[src/rtl/instr_seq_pkg.sv]
// -----------------------------------------------------------------------------
// instr_seq_pkg
//   Shared encodings for the instruction sequencer:
//     - state_e   : sequencer FSM states
//     - pc_sel_e  : PC source select codes driven to the PC address mux
//     - mem_sel_e : memory address source select codes
// -----------------------------------------------------------------------------
package instr_seq_pkg;

  typedef enum logic [2:0] {
    ST_FETCH = 3'd0,
    ST_EXEC  = 3'd1,
    ST_DMEM  = 3'd2,
    ST_HALT  = 3'd3,
    ST_FAULT = 3'd4
  } state_e;

  typedef enum logic [1:0] {
    PC_ALU = 2'd0,  // branch/jump target from the ALU
    PC_P4  = 2'd1,  // PC + 4, advance past the fetched instruction
    PC_M4  = 2'd2,  // PC - 4, step back to replay the current instruction
    PC_OLD = 2'd3   // hold
  } pc_sel_e;

  typedef enum logic {
    MEM_PC  = 1'b0,  // instruction fetch address
    MEM_ALU = 1'b1   // data access address
  } mem_sel_e;

endpackage

[src/rtl/instr_seq.sv]
// -----------------------------------------------------------------------------
// instr_seq
//   Multi-cycle instruction sequencer: fetch, one-cycle execute, optional data
//   memory access, halt and fault handling. Data-access errors replay the
//   instruction (PC stepped back by 4) up to MAX_RETRY times; any memory
//   request waiting TIMEOUT cycles without mem_ready faults.
//
// Ports
//   clk, rst                 clock, asynchronous active-high reset
//   mem_ready, mem_err       memory handshake (mem_err valid with mem_ready)
//   is_load .. is_halt       decoded class of the current instruction
//   resume                   leave HALT
//   pc_sel, ir_we, rd_we     Mealy control outputs (state + inputs)
//   mem_req, mem_sel, mem_we Moore memory controls
//   halted, fault            Moore status flags
// -----------------------------------------------------------------------------
module instr_seq
  import instr_seq_pkg::*;
#(
  parameter int TIMEOUT   = 16,
  parameter int MAX_RETRY = 3
) (
  input  logic       clk,
  input  logic       rst,
  input  logic       mem_ready,
  input  logic       mem_err,
  input  logic       is_load,
  input  logic       is_store,
  input  logic       is_jump,
  input  logic       branch_taken,
  input  logic       is_halt,
  input  logic       resume,
  output logic [1:0] pc_sel,
  output logic       mem_sel,
  output logic       mem_req,
  output logic       mem_we,
  output logic       ir_we,
  output logic       rd_we,
  output logic       halted,
  output logic       fault
);

  localparam int RETRY_W = (MAX_RETRY > 0) ? $clog2(MAX_RETRY + 1) : 1;
  localparam int WAIT_W  = (TIMEOUT > 1)   ? $clog2(TIMEOUT)       : 1;
  localparam logic [RETRY_W-1:0] RETRY_MAX = RETRY_W'(MAX_RETRY);
  localparam logic [WAIT_W-1:0]  WAIT_LAST = WAIT_W'(TIMEOUT - 1);

  state_e               state_q, state_d;
  logic [RETRY_W-1:0]   retry_q, retry_d;
  logic [WAIT_W-1:0]    wait_q,  wait_d;
  // Cleared by reset and set on the first clock after release, so the first
  // request appears one cycle after rst deasserts and reset drops mem_req
  // combinationally from a register rather than from the rst pin.
  logic                 run_q;

  logic                 waiting;
  logic                 timed_out;
  logic                 replay;

  // ---------------------------------------------------------------------------
  // Moore outputs
  // ---------------------------------------------------------------------------
  assign mem_req = run_q && ((state_q == ST_FETCH) || (state_q == ST_DMEM));
  assign mem_sel = (state_q == ST_DMEM) ? MEM_ALU : MEM_PC;
  assign mem_we  = mem_req && (state_q == ST_DMEM) && is_store;
  assign halted  = (state_q == ST_HALT);
  assign fault   = (state_q == ST_FAULT);

  assign waiting   = mem_req && !mem_ready;
  // mem_ready in the last counted cycle takes precedence over the timeout.
  assign timed_out = waiting && (wait_q == WAIT_LAST);

  // ---------------------------------------------------------------------------
  // Next state, counters and Mealy outputs
  // ---------------------------------------------------------------------------
  always_comb begin
    // NOTE: every signal written here gets a default first so no path can
    // leave it unassigned and infer a latch.
    state_d = state_q;
    retry_d = retry_q;
    replay  = 1'b0;
    pc_sel  = PC_OLD;
    ir_we   = 1'b0;
    rd_we   = 1'b0;

    unique case (state_q)
      ST_FETCH: begin
        if (mem_req && mem_ready) begin
          if (mem_err) begin
            state_d = ST_FAULT;
          end else begin
            ir_we   = 1'b1;
            pc_sel  = PC_P4;
            state_d = ST_EXEC;
          end
        end else if (timed_out) begin
          state_d = ST_FAULT;
        end
      end

      ST_EXEC: begin
        if (is_halt) begin
          state_d = ST_HALT;
        end else if (is_jump || branch_taken) begin
          pc_sel  = PC_ALU;
          rd_we   = is_jump;
          state_d = ST_FETCH;
        end else if (is_load || is_store) begin
          state_d = ST_DMEM;
        end else begin
          rd_we   = 1'b1;
          state_d = ST_FETCH;
        end
      end

      ST_DMEM: begin
        if (mem_req && mem_ready) begin
          if (!mem_err) begin
            rd_we   = is_load;
            state_d = ST_FETCH;
          end else if (retry_q < RETRY_MAX) begin
            // PC already points past this instruction; step back and refetch.
            pc_sel  = PC_M4;
            retry_d = retry_q + 1'b1;
            replay  = 1'b1;
            state_d = ST_FETCH;
          end else begin
            state_d = ST_FAULT;
          end
        end else if (timed_out) begin
          state_d = ST_FAULT;
        end
      end

      ST_HALT: begin
        if (resume) state_d = ST_FETCH;
      end

      ST_FAULT: begin
        state_d = ST_FAULT;
      end

      default: begin
        state_d = ST_FETCH;
      end
    endcase

    // Retry count survives only the replay path back into FETCH; the
    // FETCH->EXEC->DMEM walk of the replayed instruction keeps it.
    if ((state_d == ST_FETCH) && (state_q != ST_FETCH) && !replay) begin
      retry_d = '0;
    end

    // Wait counter restarts on any state change and saturates at WAIT_LAST.
    if (state_d != state_q) begin
      wait_d = '0;
    end else if (waiting && (wait_q != WAIT_LAST)) begin
      wait_d = wait_q + 1'b1;
    end else begin
      wait_d = wait_q;
    end
  end

  // ---------------------------------------------------------------------------
  // State registers
  // ---------------------------------------------------------------------------
  always_ff @(posedge clk or posedge rst) begin
    if (rst) begin
      state_q <= ST_FETCH;
      retry_q <= '0;
      wait_q  <= '0;
      run_q   <= 1'b0;
    end else begin
      // NOTE: non-blocking assignments so every register samples the values
      // from before this edge, independent of statement order.
      state_q <= state_d;
      retry_q <= retry_d;
      wait_q  <= wait_d;
      run_q   <= 1'b1;
    end
  end

endmodule

[config.mk]
export PLATFORM = sky130hd
export DESIGN_NAME = instr_seq
export DESIGN_NICKNAME = d
export VERILOG_FILES = /design/src/rtl/instr_seq_pkg.sv /design/src/rtl/instr_seq.sv
export SDC_FILE = /design/constraint.sdc
export NUM_CORES = 1
export LEC_CHECK = 0
export BUFFER_PORTS_ARGS = -buffer_cell sky130_fd_sc_hd__buf_2
export CAP_MARGIN = 15
export CELL_PAD_IN_SITES_DETAIL_PLACEMENT = 1
export CELL_PAD_IN_SITES_GLOBAL_PLACEMENT = 1
export CORE_MARGIN = 4
export CORE_UTILIZATION = 34
export DETAILED_ROUTE_END_ITERATION = 8
export GPL_TIMING_DRIVEN = 0
export PLACE_DENSITY = 0.82
export SLEW_MARGIN = 20
export SYNTH_ARGS = -nofsm -noshare
export SYNTH_HDL_FRONTEND = slang
export SYNTH_SLANG_ARGS = --single-unit
[constraint.sdc]
create_clock -name clk -period 1.7 [get_ports clk]
set_clock_uncertainty 0.1 [all_clocks]
set_input_delay 0.085 -clock clk [delete_from_list [all_inputs] [get_ports clk]]
set_output_delay 0.085 -clock clk [all_outputs]
set_load 0.05 [all_outputs]
==> Word level (Yosys, flattened, before mapping) <==
Cells that the tools add are included.
{ "classes": {"addsub": 2, "n_lt_le_gt_ge": 1, "n_eq_ne": 7, "mux": 40, "n_reduce_logical": 23} }
{ "ops": {"columns": ["cell", "n"], "rows": [
  ["$mux 2", 12],
  ["$mux 3", 7],
  ["$mux 1", 16],
  ["$pmux 3 s5", 1],
  ["$reduce_bool 2->1", 5],
  ["$logic_and 1x1->1", 9],
  ["$mux 4", 2],
  ["$eq 3x2->1 const B", 2],
  ["$logic_not 3->1", 2],
  ["$pmux 2 s3", 1],
  ["$add 4x1->4 const B", 1],
  ["$eq 4x4->1 const B", 1],
  ["$ne 4x4->1 const B", 1],
  ["$reduce_and 4->1", 1],
  ["$eq 3x1->1 const B", 1],
  ["$eq 3x3->1 const B", 1],
  ["$logic_or 1x1->1", 3],
  ["$ne 3x3->1", 1],
  ["$reduce_bool 3->1", 1],
  ["$add 2x1->2 const B", 1],
  ["$logic_not 1->1", 2],
  ["$lt 2x2->1 const B", 1],
  ["$pmux 1 s2", 1]
]} }
{ "word_totals": {"register_bits": 10, "in_bits": 10, "out_inout_bits": 9, "elab_cells": 77} }

==> Longest topological paths before layout <==
{ "depth": {"depth_word": 13, "depth_mapped": 6} }

==> Worst setup path after synthesis <==
No wires, ideal clock.
{ "synth_timing": {"kind": "reg-to-output", "from": "register state_q[0]", "to": "output pc_sel[1]", "arrival_ps": 2247, "required_time_ps": 1515, "setup_slack_ps": -732, "path_stages_with_launch": 4, "path_buffers": 0, "path_cell_list": "dfrtp_1 > or2_1 > nor4_2 > a31oi_1"} }
{ "synth_between": {"elab_chain_len": 6, "elab_cells_between_ends": 8, "cone_classes": "eq/ne (2); mux (2); reduce/logical (4)"} }
{ "synth_rtl": {"columns": ["item", "line", "rtl"], "rows": [
  ["start, declared", "instr_seq.sv:48", "state_e state_q, state_d;"],
  ["start signal, assigned", "instr_seq.sv:176", "state_q <= state_d;"],
  ["$eq 3x2->1 / $logic_not 3->1 (equally long branches)", "instr_seq.sv:63, instr_seq.sv:86", null],
  ["$logic_or 1x1->1", "instr_seq.sv:63", "assign mem_req = run_q && ((state_q == ST_FETCH) || (state_q == ST_DMEM));"],
  ["$logic_and 1x1->1", "instr_seq.sv:63", null],
  ["$logic_and 1x1->1", "instr_seq.sv:88, instr_seq.sv:117", null],
  ["$mux 2", "instr_seq.sv:88", "if (mem_req && mem_ready) begin"],
  ["$pmux 2 s3 *", "instr_seq.sv:86", "unique case (state_q)"],
  ["end, declared", "instr_seq.sv:33", "output logic [1:0] pc_sel,"]
]} }
Mark *: on every way between the ends. The rest lies on a longest branch, timed or not.

==> Final worst setup path <==
{ "layout_timing": {"from": "register state_q[0]", "to": "register wait_q[3]"} }
{ "layout_between": {"elab_chain_len": 10, "elab_cells_between_ends": 19, "cone_classes": "eq/ne (5); mux (6); reduce/logical (8)"} }
{ "layout_rtl": {"columns": ["item", "line", "rtl"], "rows": [
  ["$eq 3x2->1 / $logic_not 3->1 (equally long branches)", "instr_seq.sv:63, instr_seq.sv:86", null],
  ["$logic_or 1x1->1", "instr_seq.sv:63", null],
  ["$logic_and 1x1->1", "instr_seq.sv:63", null],
  ["$logic_and 1x1->1", "instr_seq.sv:69", "assign waiting = mem_req && !mem_ready;"],
  ["$logic_and 1x1->1", "instr_seq.sv:71", "assign timed_out = waiting && (wait_q == WAIT_LAST);"],
  ["$mux 3", "instr_seq.sv:96, instr_seq.sv:130", null],
  ["$mux 3, on equally long branches", "instr_seq.sv:117, instr_seq.sv:88", null],
  ["$pmux 3 s5", "instr_seq.sv:86", null],
  ["$ne 3x3->1", "instr_seq.sv:155", "if (state_d != state_q) begin"],
  ["$mux 4 / $reduce_bool 2->1 (equally long branches)", null, null],
  ["end signal, assigned", "instr_seq.sv:178", "wait_q <= wait_d;"],
  ["end, declared", "instr_seq.sv:50", "logic [WAIT_W-1:0] wait_q, wait_d;"]
]} }
Parallel ways exist; a longest one is shown, timed or not.
A chain may end at the register's enable or synchronous reset.

==> impl_metrics.ini <==
[critical_path]
rr_endpoint = wait_q[3]
rr_worst_depth = 6
r2r_start = state_q[0]
cp.required_ns = 1.75
cp-start-kind = flop
worstSetupPathType = flop to flop
r2r_slack_ns = -0.07
critPathMaxFanout = 4
cp-end-kind = flop
arrival_ns = 1.82

[global_routing]
grt_pass1_vias = 880
grt_max_degree = 11
grt_first_pass_wirelength_um = 4420
grt_usage_pct = 21.5
grt-ovfl-total = 0
antenna_found_initial = 0

[place]
post-dp-hpwl_um = 1490
port_buffers = 18
gp_congestion = 0.756
dp_slack_ns = -0.240

[clock_tree]
clk_path_buf_depth = 2
cts_tree = built
clock_sinks = 10
clk_latency_ns = 0.27
numCtsBuffers = 3
clk_pin_slew_worst_paths_ns = 0.07
cts-root-buf = clkbuf_4
h-tree-depth = 1

[cells_and_area]
syn2layout_area_growth_pct = 60.6
layout-drive-gt1-share_pct = 58.5
fin_nets = 131
antenna-diode-count = 0
post-route-util_pct = 59.2

[run]
drv_cap = 0

[power]
p_per_area_nw_per_um2 = 1370
switching_power_uw = 774
p_leak_uw = 0.000553
p_total_uw = 1640
irDropWorstVdd_mv = 0.626
comb_power_share_pct = 62.6
internal_power_uw = 862
swShare_pct = 47.3
clkPwrFrac_pct = 13.2
seqPwrFrac_pct = 24.2

[floorplan]
die_height_um = 54.8
start_util_pct = 36.9
dieArea_um2 = 3010
std_cell_rows = 16
core-area_um2 = 2020
ios = 19
fp.dieW_um = 54.8

[yosys]
synth_top_area_share_pct = 33.6
yosys.area.top_type = dfrtp_1
ys_ff_latch = 10
yosys-top-cells-area = dfrtp_1, nor2_1, and3_1
synth.distinct_cells = 42
ys_warn_count = 0
netlist_area_um2 = 746
synth_cells = 81
syn_avg_cell_area_um2 = 9.21
yosysSeqAreaShare_pct = 33.6
syn-num-nets = 93

[timing]
maxSlewViolCount = 0
period_share_pct = 104
fin_crit_ns = 1.77
rsz0062_at_grt = true
hold_viol = 0
setup_ws_ns = -0.0697
whs_ns = 0.105
max_clock_freq_mhz = 565
setup_viol = 6
tns_ns = -0.228

[routing]
wl_per_cell_um = 20.8
drt_iter0_drc = 14
wl_met3_um = 160
wirelength_um = 3010
drt_pass1_iterations = 4
remaining_drc_errors = 0
top_layer_used = met4
wl_met1_um = 1180
vias = 843
dr_wl_met2_um = 1560
viasPerCell = 5.81
antenna_left = 0

[hold_path]
hold_depth = 3
hold_end = state_q[1]
hold_path_class = primary input to flop
min_from = resume

[run_status]
outcome = complete, but fails checks
violations = negative setup slack
cell families (layout without fill, tap and decap cells):
logic type,after synthesis,after routing,share of synthesized area (%)
xor+xnor,2,2,2.35
simple gates,45,45,39.8
other cells,1,1,0.503
compound gates,15,15,16.6
mux,1,1,1.34
flops,10,10,33.6
fa+ha+maj,2,2,3.36
buf+inv,5,42,2.52
placed cells by master (no fill, tap or decap), drive strengths merged, types with 2 or more instances in the layout:
| master | n |
|---|---|
| a21o | 2 |
| a21oi | 3 |
| and2 | 3 |
| and3 | 5 |
| buf | 32 |
| clkbuf | 5 |
| dfrtp | 10 |
| ha | 2 |
| inv | 4 |
| nand2 | 4 |
| nand3 | 4 |
| nand4 | 2 |
| nor2 | 10 |
| nor3 | 3 |
| nor4 | 2 |
| nor4b | 2 |
| o21bai | 2 |
| or2 | 3 |
what timing repair did:
item | 4_1_cts | 5_1_grt
hold buffers | 1 | 0
hold endpoints to repair | 10 | 0
pin swaps | 8 | 1
setup buffers | 11 | 3
endpoints found under the setup margin | 10 | 13
resized for setup | 19 | 14
power groups by stage:
stage / logic (uW) / registers, uW / clock network (uW)
floorplan: 557 / 361 / 0
global placement: 675 / 378 / 0
detailed placement: 694 / 383 / 0
CTS: 913 / 386 / 218
global route: 1100 / 403 / 233
finish: 1020 / 396 / 216
metal layers:
metal,vias up,GRT usage (%)
met4,0,7.88
met2,38,38.8
met5,-,0
met1,421,24.2
li1,372,-
met3,12,4.90
cell type report:
| cell class | instances | area (um2) |
|---|---|---|
| Multi-Input combinational cell | 66 | 604 |
| Tap cell | 27 | 33.8 |
| Fill cell | 237 | 825 |
| Buffer | 1 | 5.00 |
| Inverter | 4 | 15.0 |
| Timing Repair Buffer | 33 | 250 |
| Sequential cell | 10 | 253 |
| Clock buffer | 4 | 36.3 |
metrics by stage:
step                std cells  cell area [um2]
floorplan                  81              772
global placement          126              896
detailed placement        126              896
CTS                       142             1120
global route              145             1200
finish                    145             1200
critical path, stage by stage (launching register included):
cell and delay, ns:
dfrtp_2 0.45, buf_12 0.14, nor4b_4 0.28, buf_4 0.19
nand4_1 0.16, nor3_1 0.26, a211oi_2 0.08
Yosys cell counts (all sizes together):
| master | count |
|---|---|
| a32o | 1 |
| clkbuf | 1 |
| nor3 | 3 |
| ha | 2 |
| nor4b | 2 |
| nand2 | 4 |
| and3 | 5 |
| a21o | 2 |
| mux2i | 1 |
| a21oi | 3 |
| dfrtp | 10 |
| inv | 4 |
| nand2b | 1 |
| nand3b | 1 |
| or3 | 1 |
| o21ai | 1 |
| nand4 | 2 |
| conb | 1 |
| nor4 | 2 |
| xor2 | 1 |
| o221ai | 1 |
| a221o | 1 |
| or2 | 3 |
| nor3b | 1 |
| nand3 | 4 |
| a211oi | 1 |
| xnor2 | 1 |
| and4 | 1 |
| o211ai | 1 |
| o21bai | 2 |
| a31oi | 1 |
| nor2 | 10 |
| a221oi | 1 |
| and2b | 1 |
| and2 | 3 |
| or2b | 1 |
how the worst max path moves through the flow:
stage / from / endpoint / slack (ns)
finish: state_q[0] / wait_q[3] / -0.07
CTS: retry_q[0] / wait_q[2] / -0.06
global placement: wait_q[0] / retry_q[1] / -0.18
floorplan: state_q[0] / pc_sel[1] / -0.24
global route: state_q[0] / wait_q[3] / -0.18
detailed placement: wait_q[0] / retry_q[1] / -0.24
state kept, by name, indices dropped and copies added (netlist names):
name	count
retry_q	2
state_q	3
wait_q	4
run_q	1
Note: power is estimated with default switching activity, not from simulation.
